`src/rtl/rv_div_ctrl.sv`:
```
// ============================================================================
// rv_div_ctrl
// ----------------------------------------------------------------------------
// Sequencer between the EX stage and a signed 64-bit radix-4 SRT divider core.
// It handles the RV64M DIV/DIVU/REM/REMU operations and their *W variants.
// Per request it:
//   - decodes the operation and prepares the operands (sign/zero extension
//     for word ops),
//   - answers divide-by-zero, signed overflow and unsigned divisors with the
//     MSB set directly, without starting the core,
//   - otherwise hands the operands to the core with a one-cycle vld&ready
//     handshake,
//   - runs one restoring step afterwards for unsigned dividends with the MSB
//     set,
//   - returns a single result on a valid/ready response port.
//
// Ports
//   clk, rstn            clock, asynchronous active-low reset
//   req_vld_i/req_rdy_o  request handshake
//   funct3_i, word_i     operation (100 DIV, 101 DIVU, 110 REM, 111 REMU), *W
//   op1_i, op2_i, tag_i  dividend, divisor, destination tag
//   flush_i              pipeline kill
//   resp_vld_o/resp_rdy_i, resp_data_o, resp_tag_o
//                        result handshake, result, tag
//   busy_o               controller is not idle
//   div_vld_o, div_op1_o, div_op2_o
//                        request to the divider core
//   div_quo_i, div_rem_i, div_ready_i
//                        divider core results and ready
// ============================================================================
module rv_div_ctrl #(
    parameter int XLEN  = 64,
    parameter int TAG_W = 5
) (
    input  logic             clk,
    input  logic             rstn,
    input  logic             req_vld_i,
    output logic             req_rdy_o,
    input  logic [2:0]       funct3_i,
    input  logic             word_i,
    input  logic [XLEN-1:0]  op1_i,
    input  logic [XLEN-1:0]  op2_i,
    input  logic [TAG_W-1:0] tag_i,
    input  logic             flush_i,
    output logic             resp_vld_o,
    input  logic             resp_rdy_i,
    output logic [XLEN-1:0]  resp_data_o,
    output logic [TAG_W-1:0] resp_tag_o,
    output logic             busy_o,
    output logic             div_vld_o,
    output logic [XLEN-1:0]  div_op1_o,
    output logic [XLEN-1:0]  div_op2_o,
    input  logic [XLEN-1:0]  div_quo_i,
    input  logic [XLEN-1:0]  div_rem_i,
    input  logic             div_ready_i
);

    typedef enum logic [2:0] {
        S_IDLE,
        S_ISSUE,
        S_BUSY,
        S_WAIT,
        S_FIX,
        S_RESP
    } state_e;

    // Most negative value of the prepared dividend: 64-bit, or a word value
    // after sign extension.
    localparam logic [XLEN-1:0] MIN_D = {1'b1, {(XLEN-1){1'b0}}};
    localparam logic [XLEN-1:0] MIN_W = {{(XLEN-31){1'b1}}, {31{1'b0}}};

    // Picks the quotient or the remainder. Word ops sign-extend bit 31 of
    // the picked value.
    function automatic logic [XLEN-1:0] select_result(
        input logic            rem_sel,
        input logic            word,
        input logic [XLEN-1:0] quo,
        input logic [XLEN-1:0] rem
    );
        logic [XLEN-1:0] v;
        v = rem_sel ? rem : quo;
        if (word) begin
            v = {{(XLEN-32){v[31]}}, v[31:0]};
        end
        return v;
    endfunction

    // ------------------------------------------------------------------
    // Registered state
    // ------------------------------------------------------------------
    state_e              state_q, state_d;
    logic                rdy_en_q;
    logic                rem_sel_q, rem_sel_d;
    logic                word_q, word_d;
    logic [TAG_W-1:0]    tag_q, tag_d;
    logic                fix_q, fix_d;
    logic                kill_q, kill_d;
    logic                a0_q, a0_d;
    logic [XLEN-2:0]     quo_q, quo_d;
    logic [XLEN-1:0]     rem_q, rem_d;
    logic [XLEN-1:0]     res_q, res_d;
    logic [XLEN-1:0]     div_op1_q, div_op1_d;
    logic [XLEN-1:0]     div_op2_q, div_op2_d;

    // ------------------------------------------------------------------
    // Operand preparation and fast-path detection on the incoming request
    // ------------------------------------------------------------------
    logic                is_uns;
    logic [XLEN-1:0]     a_prep;
    logic [XLEN-1:0]     b_prep;
    logic                b_zero;
    logic                sgn_ovf;
    logic                uns_big;
    logic                need_fix;
    logic                fast;
    logic [XLEN-1:0]     fast_quo;
    logic [XLEN-1:0]     fast_rem;
    logic                accept;
    logic                unused_funct3;

    // funct3[2] is always set for the divide group, so the decode ignores it.
    assign unused_funct3 = funct3_i[2];
    assign is_uns        = funct3_i[0];

    // Word ops use only the low 32 bits of each operand. They are extended
    // to 64 bits so that the signed 64-bit core gives the right answer.
    always_comb begin
        a_prep = op1_i;
        b_prep = op2_i;
        if (word_i) begin
            if (is_uns) begin
                a_prep = {{(XLEN-32){1'b0}}, op1_i[31:0]};
                b_prep = {{(XLEN-32){1'b0}}, op2_i[31:0]};
            end else begin
                a_prep = {{(XLEN-32){op1_i[31]}}, op1_i[31:0]};
                b_prep = {{(XLEN-32){op2_i[31]}}, op2_i[31:0]};
            end
        end
    end

    // The signed core cannot handle unsigned 64-bit values with the MSB set:
    //   - A large divisor gives a quotient of 0 or 1, decided here.
    //   - A large dividend is halved before it goes to the core, and the
    //     lost bit is restored in the FIX state.
    assign b_zero   = (b_prep == '0);
    assign sgn_ovf  = !is_uns && (a_prep == (word_i ? MIN_W : MIN_D)) && (b_prep == '1);
    assign uns_big  = is_uns && !word_i && b_prep[XLEN-1];
    assign need_fix = is_uns && !word_i && a_prep[XLEN-1] && !b_prep[XLEN-1];
    assign fast     = b_zero || sgn_ovf || uns_big;

    always_comb begin
        fast_quo = '0;
        fast_rem = a_prep;
        if (b_zero) begin
            fast_quo = '1;
            fast_rem = a_prep;
        end else if (sgn_ovf) begin
            fast_quo = a_prep;
            fast_rem = '0;
        end else begin
            fast_quo[0] = (a_prep >= b_prep);
            fast_rem    = fast_quo[0] ? (a_prep - b_prep) : a_prep;
        end
    end

    // ------------------------------------------------------------------
    // Final restoring step for halved unsigned dividends. The shifted
    // remainder needs 65 bits for the comparison. Its difference with B
    // always fits in 64 bits.
    // ------------------------------------------------------------------
    logic [XLEN:0]       fix_r;
    logic                fix_ge;
    logic [XLEN-1:0]     fix_quo;
    logic [XLEN-1:0]     fix_rem;

    assign fix_r   = {rem_q, a0_q};
    assign fix_ge  = (fix_r >= {1'b0, div_op2_q});
    assign fix_quo = {quo_q, fix_ge};
    assign fix_rem = fix_ge ? (fix_r[XLEN-1:0] - div_op2_q) : fix_r[XLEN-1:0];

    // ------------------------------------------------------------------
    // Handshake outputs
    // rdy_en_q holds req_rdy_o low during reset and for the first edge
    // after reset.
    // ------------------------------------------------------------------
    assign req_rdy_o   = (state_q == S_IDLE) && rdy_en_q && !flush_i;
    assign accept      = req_vld_i && req_rdy_o;
    assign div_vld_o   = (state_q == S_ISSUE) && !flush_i;
    assign resp_vld_o  = (state_q == S_RESP);
    assign busy_o      = (state_q != S_IDLE);
    assign resp_data_o = res_q;
    assign resp_tag_o  = tag_q;
    assign div_op1_o   = div_op1_q;
    assign div_op2_o   = div_op2_q;

    // ------------------------------------------------------------------
    // Next-state logic
    // A kill flag records a flush that arrives while the core is working.
    // The controller waits for the core to finish, then drops the result.
    // ------------------------------------------------------------------
    always_comb begin
        state_d   = state_q;
        rem_sel_d = rem_sel_q;
        word_d    = word_q;
        tag_d     = tag_q;
        fix_d     = fix_q;
        kill_d    = kill_q;
        a0_d      = a0_q;
        quo_d     = quo_q;
        rem_d     = rem_q;
        res_d     = res_q;
        div_op1_d = div_op1_q;
        div_op2_d = div_op2_q;

        case (state_q)
            S_IDLE: begin
                if (accept) begin
                    rem_sel_d = funct3_i[1];
                    word_d    = word_i;
                    tag_d     = tag_i;
                    kill_d    = 1'b0;
                    fix_d     = 1'b0;
                    if (fast) begin
                        res_d   = select_result(funct3_i[1], word_i, fast_quo, fast_rem);
                        state_d = S_RESP;
                    end else begin
                        div_op1_d = need_fix ? (a_prep >> 1) : a_prep;
                        div_op2_d = b_prep;
                        fix_d     = need_fix;
                        a0_d      = a_prep[0];
                        state_d   = S_ISSUE;
                    end
                end
            end

            S_ISSUE: begin
                if (flush_i) begin
                    state_d = S_IDLE;
                end else if (div_ready_i) begin
                    state_d = S_BUSY;
                end
            end

            S_BUSY: begin
                if (flush_i) begin
                    kill_d = 1'b1;
                end
                if (!div_ready_i) begin
                    state_d = S_WAIT;
                end
            end

            S_WAIT: begin
                if (div_ready_i) begin
                    if (kill_q || flush_i) begin
                        state_d = S_IDLE;
                    end else if (fix_q) begin
                        quo_d   = div_quo_i[XLEN-2:0];
                        rem_d   = div_rem_i;
                        state_d = S_FIX;
                    end else begin
                        res_d   = select_result(rem_sel_q, word_q, div_quo_i, div_rem_i);
                        state_d = S_RESP;
                    end
                end else if (flush_i) begin
                    kill_d = 1'b1;
                end
            end

            S_FIX: begin
                if (kill_q || flush_i) begin
                    state_d = S_IDLE;
                end else begin
                    res_d   = select_result(rem_sel_q, word_q, fix_quo, fix_rem);
                    state_d = S_RESP;
                end
            end

            S_RESP: begin
                if (flush_i || resp_rdy_i) begin
                    state_d = S_IDLE;
                end
            end

            default: begin
                state_d = S_IDLE;
            end
        endcase
    end

    // ------------------------------------------------------------------
    // State registers
    // ------------------------------------------------------------------
    always_ff @(posedge clk or negedge rstn) begin
        if (!rstn) begin
            state_q   <= S_IDLE;
            rdy_en_q  <= 1'b0;
            rem_sel_q <= 1'b0;
            word_q    <= 1'b0;
            tag_q     <= '0;
            fix_q     <= 1'b0;
            kill_q    <= 1'b0;
            a0_q      <= 1'b0;
            quo_q     <= '0;
            rem_q     <= '0;
            res_q     <= '0;
            div_op1_q <= '0;
            div_op2_q <= '0;
        end else begin
            state_q   <= state_d;
            rdy_en_q  <= 1'b1;
            rem_sel_q <= rem_sel_d;
            word_q    <= word_d;
            tag_q     <= tag_d;
            fix_q     <= fix_d;
            kill_q    <= kill_d;
            a0_q      <= a0_d;
            quo_q     <= quo_d;
            rem_q     <= rem_d;
            res_q     <= res_d;
            div_op1_q <= div_op1_d;
            div_op2_q <= div_op2_d;
        end
    end

endmodule

```
`config.mk`:
```
export PLATFORM = sky130hd
export DESIGN_NAME = rv_div_ctrl
export DESIGN_NICKNAME = d
export VERILOG_FILES = /design/src/rtl/rv_div_ctrl.sv
export SDC_FILE = /design/constraint.sdc
export NUM_CORES = 1
export LEC_CHECK = 0
export CORE_UTILIZATION = 25
export CTS_CLUSTER_DIAMETER = 120
export CTS_CLUSTER_SIZE = 8
export DETAILED_ROUTE_END_ITERATION = 6
export PLACE_DENSITY = 0.53
export REMOVE_ABC_BUFFERS = 1
export SETUP_SLACK_MARGIN = 0.05
export SLEW_MARGIN = 40
export SYNTH_ARGS = -nofsm -noshare
export SYNTH_HDL_FRONTEND = slang
export SYNTH_SLANG_ARGS = --single-unit
```
`constraint.sdc`:
```
create_clock -name clk -period 11.75 [get_ports clk]
set_input_delay 2.35 -clock clk [delete_from_list [all_inputs] [get_ports clk]]
set_output_delay 2.35 -clock clk [all_outputs]
set_load 0.05 [all_outputs]
```
==> results.toml <==
[layout]
fillCellCount = 10900
share_of_cells_above_drive_strength_1_pct = 8.33
nNetsFinal = 3852
areaGrowthSynthToFinish_pct = 28.9
layout_commonest_cell = "sky130_fd_sc_hd__clkdlybuf4s50_1"
layout_common_cells = "sky130_fd_sc_hd__clkdlybuf4s50_1 (468), sky130_fd_sc_hd__dfrtp_1 (332), sky130_fd_sc_hd__o21ai_0 (319)"

[worst_setup_path]
cp-start-kind = "input pin"
critical_path.max_fanout = 32
setup.worst_path.start = "op1_i[31]"
worst_endpoint_data_arrival_time_ns = 8.23
crit_path_end_kind = "flop"
regToRegSetupSlack_ns = 5.81
cpMaxStageDelayCell = "sky130_fd_sc_hd__nor4_1"
worst-path-buf-inv = 6
timing.setup.critical_path_class = "in2reg"
reg2reg_to = "resp_data_o[60]$_DFFE_PN0P_"
critical_path.cell_chain = "clkdlybuf4s50_1 > inv_1 > o21ai_2 > buf_4 > o21ai_0 > inv_1 > ha_1 > nand4_1 > nor4_1 > buf_4 > o211a_1 > a2bb2oi_1 > a211o_1 > o31ai_4 > a31o_1 > a21oi_4 > buf_4 > o21ai_1 > a31oi_1 > a31oi_1"
number_of_cells_on_the_worst_reg_to_reg_path = 14
max_stage_delay_ns = 0.73
critPathRequiredTime_ns = 12.24
timing.critical_path.mode_cell = "sky130_fd_sc_hd__buf_4"
critical_path.top_delay_family = "compound AO/OA/AOI/OAI gates"
worstReg2RegStart = "div_op2_o[57]$_DFFE_PN0P_"

[power_and_ir_drop]
p_switching_w = 0.00441
design_power_total_w = 0.00840
power_frac_comb_pct = 61.0
internal_power_w = 0.00400
p_leak_nw = 14.0
cellPowerDensity_nw_per_um2 = 255
vdd_drop_max_mv = 0.149
power_switching_share_pct = 52.4
clkPwrFrac_pct = 15.7
pwr-share-seq_pct = 23.2

[sta]
fmax_mhz = 129
fin_crit_ns = 7.73
max_slew_violation_total_from_the_final_report = 0
slew_headroom_pct = 36.1
finClkSkew_ns = 0.0409
timing.final.crit_share_pct = 65.8
worstMarginPinSlew_ns = 0.948
setup_viol = 0
tns_ns = 0
count_of_endpoints_failing_hold_in_the_final_timing_report = 0
rsz0062_at_grt = "false"

[routing]
post_drt_via_cell_ratio = 5.37
drt_pre_antenna_iters = 5
remaining_drc_errors = 0
avgRoutedWirePerCell_um = 25.9
drt.antenna.violating_nets = 0
drt_first_iter_violations = 1963
wl_mm = 125
via_count = 25900

[clock_tree]
post-cts-setup-buffer-count = 0
cts-hold-fix-buffers = 0
cts-root-buf = "sky130_fd_sc_hd__clkbuf_16"
tritoncts = "done"
cts.repair.resized = 0
clkSlewWorstSetupHoldPaths_ns = 0.05
cts_inserted_buffers = 48
cts_buffer_depth = 3
clock_sink_count = 333
clock_insertion_delay_worst_skew_ns = 0.65
h-tree-depth = 2

[worst_hold_path]
min_path_type = "reg2reg"
worstHoldStart = "resp_data_o[19]$_DFFE_PN0P_"
min_path_cells = 2
min_delay_worst_endpoint = "resp_data_o[19]$_DFFE_PN0P_"

[logic_synthesis]
asyncSetResetFlopFracSynth_pct = 100
post-synth-top-area-cell = "sky130_fd_sc_hd__dfrtp_1"
postSynth.topFlopCell = "sky130_fd_sc_hd__dfrtp_1"
yosysSeqAreaShare_pct = 32.5
syn-cell-area_sq_um = 25600
avgSynthCellArea_sq_um = 8.28
synth_enable_flop_cells = 0
synthDistinctLibCells = 91
yosys.area.top_type_share_pct = 32.5
synth.ff_latch_count = 333
synth_area_leaders = "sky130_fd_sc_hd__dfrtp_1 (33%), sky130_fd_sc_hd__mux2_2 (6.6%), sky130_fd_sc_hd__ha_1 (6.3%)"
yosys_warnings = 0
netlist_instances = 3092

[grt]
grt_pass1_vias = 25400
grt_start_max_net_pins = 144
grt_pass1_wl_mm = 179
antenna_found_initial = 7
grt_overflow = 0
grt_util_all_layers_pct = 23.5

[placement]
gpl.final_weighted_congestion = 0.953
buffer_ports.inserted = 470
detailed_place_hpwl_mm = 97.3

[floorplanning]
die_h_um = 322
core.rowCount = 117
core_area_sq_um = 102000
initial_core_util_pct = 25.2
die_width_um = 322
die_area_sq_um = 104000
design.portCount = 472

[outcome]
status = "complete, no violations"

[flow_run]
number_of_max_cap_violations = 0
[cell type report]
cell class | instances | area [sq um] | area share, %
Antenna cell | 3 | 7.51 | 0.0227
Clock buffer | 51 | 1230 | 3.74
Clock inverter | 4 | 56.3 | 0.171
Inverter | 153 | 574 | 1.74
Multi-Input combinational cell | 2397 | 15900 | 48.3
Sequential cell | 333 | 8340 | 25.3
Tap cell | 1368 | 1710 | 5.19
Timing Repair Buffer | 518 | 5150 | 15.6
[metal layers]
layer	global-route usage, %	wire, um	vias to the layer above
li1	-	-	12100
met1	31.9	56100	12800
met2	37.1	56200	864
met3	4.16	7870	199
met4	8.67	4880	8
met5	0	47	-
[cells by family (layout without fill, tap and decap cells)]
logic type / Yosys count / count (layout) / share of synthesized area, %
fa+ha+maj: 130 / 130 / 6.41
flops: 333 / 333 / 32.5
other cells: 1 / 4 / 0.0146
mux: 252 / 252 / 10.6
compound gates: 1068 / 1068 / 25.8
buf+inv: 362 / 726 / 5.53
simple gates: 840 / 840 / 15.5
xor+xnor: 106 / 106 / 3.63
[cells in the mapped netlist (10+ instances only)]
cell type / count
sky130_fd_sc_hd__clkbuf_1: 159
sky130_fd_sc_hd__ha_1: 128
sky130_fd_sc_hd__a22oi_1: 11
sky130_fd_sc_hd__xnor2_1: 67
sky130_fd_sc_hd__nand3_1: 59
sky130_fd_sc_hd__nor2_1: 197
sky130_fd_sc_hd__o211ai_1: 20
sky130_fd_sc_hd__a211oi_1: 44
sky130_fd_sc_hd__o22a_1: 17
sky130_fd_sc_hd__nor2b_1: 35
sky130_fd_sc_hd__dfrtp_1: 333
sky130_fd_sc_hd__nand2b_1: 12
sky130_fd_sc_hd__and2_1: 12
sky130_fd_sc_hd__or3_1: 10
sky130_fd_sc_hd__o31ai_1: 14
sky130_fd_sc_hd__nor4_1: 43
sky130_fd_sc_hd__nand2_1: 318
sky130_fd_sc_hd__nand4_1: 64
sky130_fd_sc_hd__o21a_1: 34
sky130_fd_sc_hd__o21bai_1: 21
sky130_fd_sc_hd__a21o_1: 61
sky130_fd_sc_hd__a21oi_1: 295
sky130_fd_sc_hd__inv_1: 152
sky130_fd_sc_hd__mux2_2: 150
sky130_fd_sc_hd__buf_1: 14
sky130_fd_sc_hd__o22ai_1: 44
sky130_fd_sc_hd__mux2i_1: 102
sky130_fd_sc_hd__nor3_1: 29
sky130_fd_sc_hd__o21ai_0: 320
sky130_fd_sc_hd__buf_2: 32
sky130_fd_sc_hd__a221oi_1: 27
sky130_fd_sc_hd__o32a_1: 13
sky130_fd_sc_hd__xor2_1: 39
sky130_fd_sc_hd__and3_1: 18
sky130_fd_sc_hd__a31oi_1: 32
sky130_fd_sc_hd__o221ai_1: 17
[sequential cells by signal (all words and copies together), names as in the netlist]
register     flops
rdy_en_q         1
word_q           1
resp_data_o     64
a0_q             1
rem_sel_q        1
kill_q           1
quo_q           63
state_q          3
div_op2_o       64
div_op1_o       64
fix_q            1
rem_q           64
resp_tag_o       5
[power groups by stage]
stage               sequential (W)  combinational (W)  clock (W)
finish                     0.00195            0.00513    0.00132
CTS                        0.00197            0.00509    0.00136
global placement           0.00197            0.00506          0
floorplan                  0.00303            0.00208          0
detailed placement         0.00198            0.00507          0
global route               0.00199            0.00545    0.00139
[worst max-delay path by stage]
stage          depth (start not counted)                           to
5_1_grt                               20  resp_data_o[57]$_DFFE_PN0P_
2_1_floorplan                          3     div_op2_o[0]$_DFFE_PN0P_
3_5_place_dp                          18  resp_data_o[56]$_DFFE_PN0P_
3_3_place_gp                          20  resp_data_o[57]$_DFFE_PN0P_
6_report                              20  resp_data_o[57]$_DFFE_PN0P_
4_1_cts                               18  resp_data_o[56]$_DFFE_PN0P_
[stage by stage]
| stage | setup WS (ns) | instances | util (%) | instance area, sq um | hold WS, ns |
|---|---|---|---|---|---|
| 6_report | 4.02 | 4827 | 32.5 | 33000 | 0.469 |
| 5_1_grt | 3.82 | 4825 | 32.5 | 33000 | 0.489 |
| 4_1_cts | 4.17 | 4820 | 32.4 | 32900 | 0.475 |
| 3_5_place_dp | 3.50 | 4765 | 31.1 | 31600 | 0.463 |
| 3_3_place_gp | 3.49 | 4764 | 31.1 | 31600 | 0.455 |
| 2_1_floorplan | 2.25 | 2883 | - | 24800 | 0.462 |
[worst reg2reg max path: cells and delay by family (launching register included)]
| kind | cells | cell delay [ns] |
|---|---|---|
| flops | 1 | 0.46 |
| simple gates | 7 | 3.35 |
| compound gates | 3 | 0.52 |
| fa+ha+maj | 1 | 0.49 |
| buf+inv | 3 | 0.98 |
No activity file was read; power rests on OpenSTA's default activity.
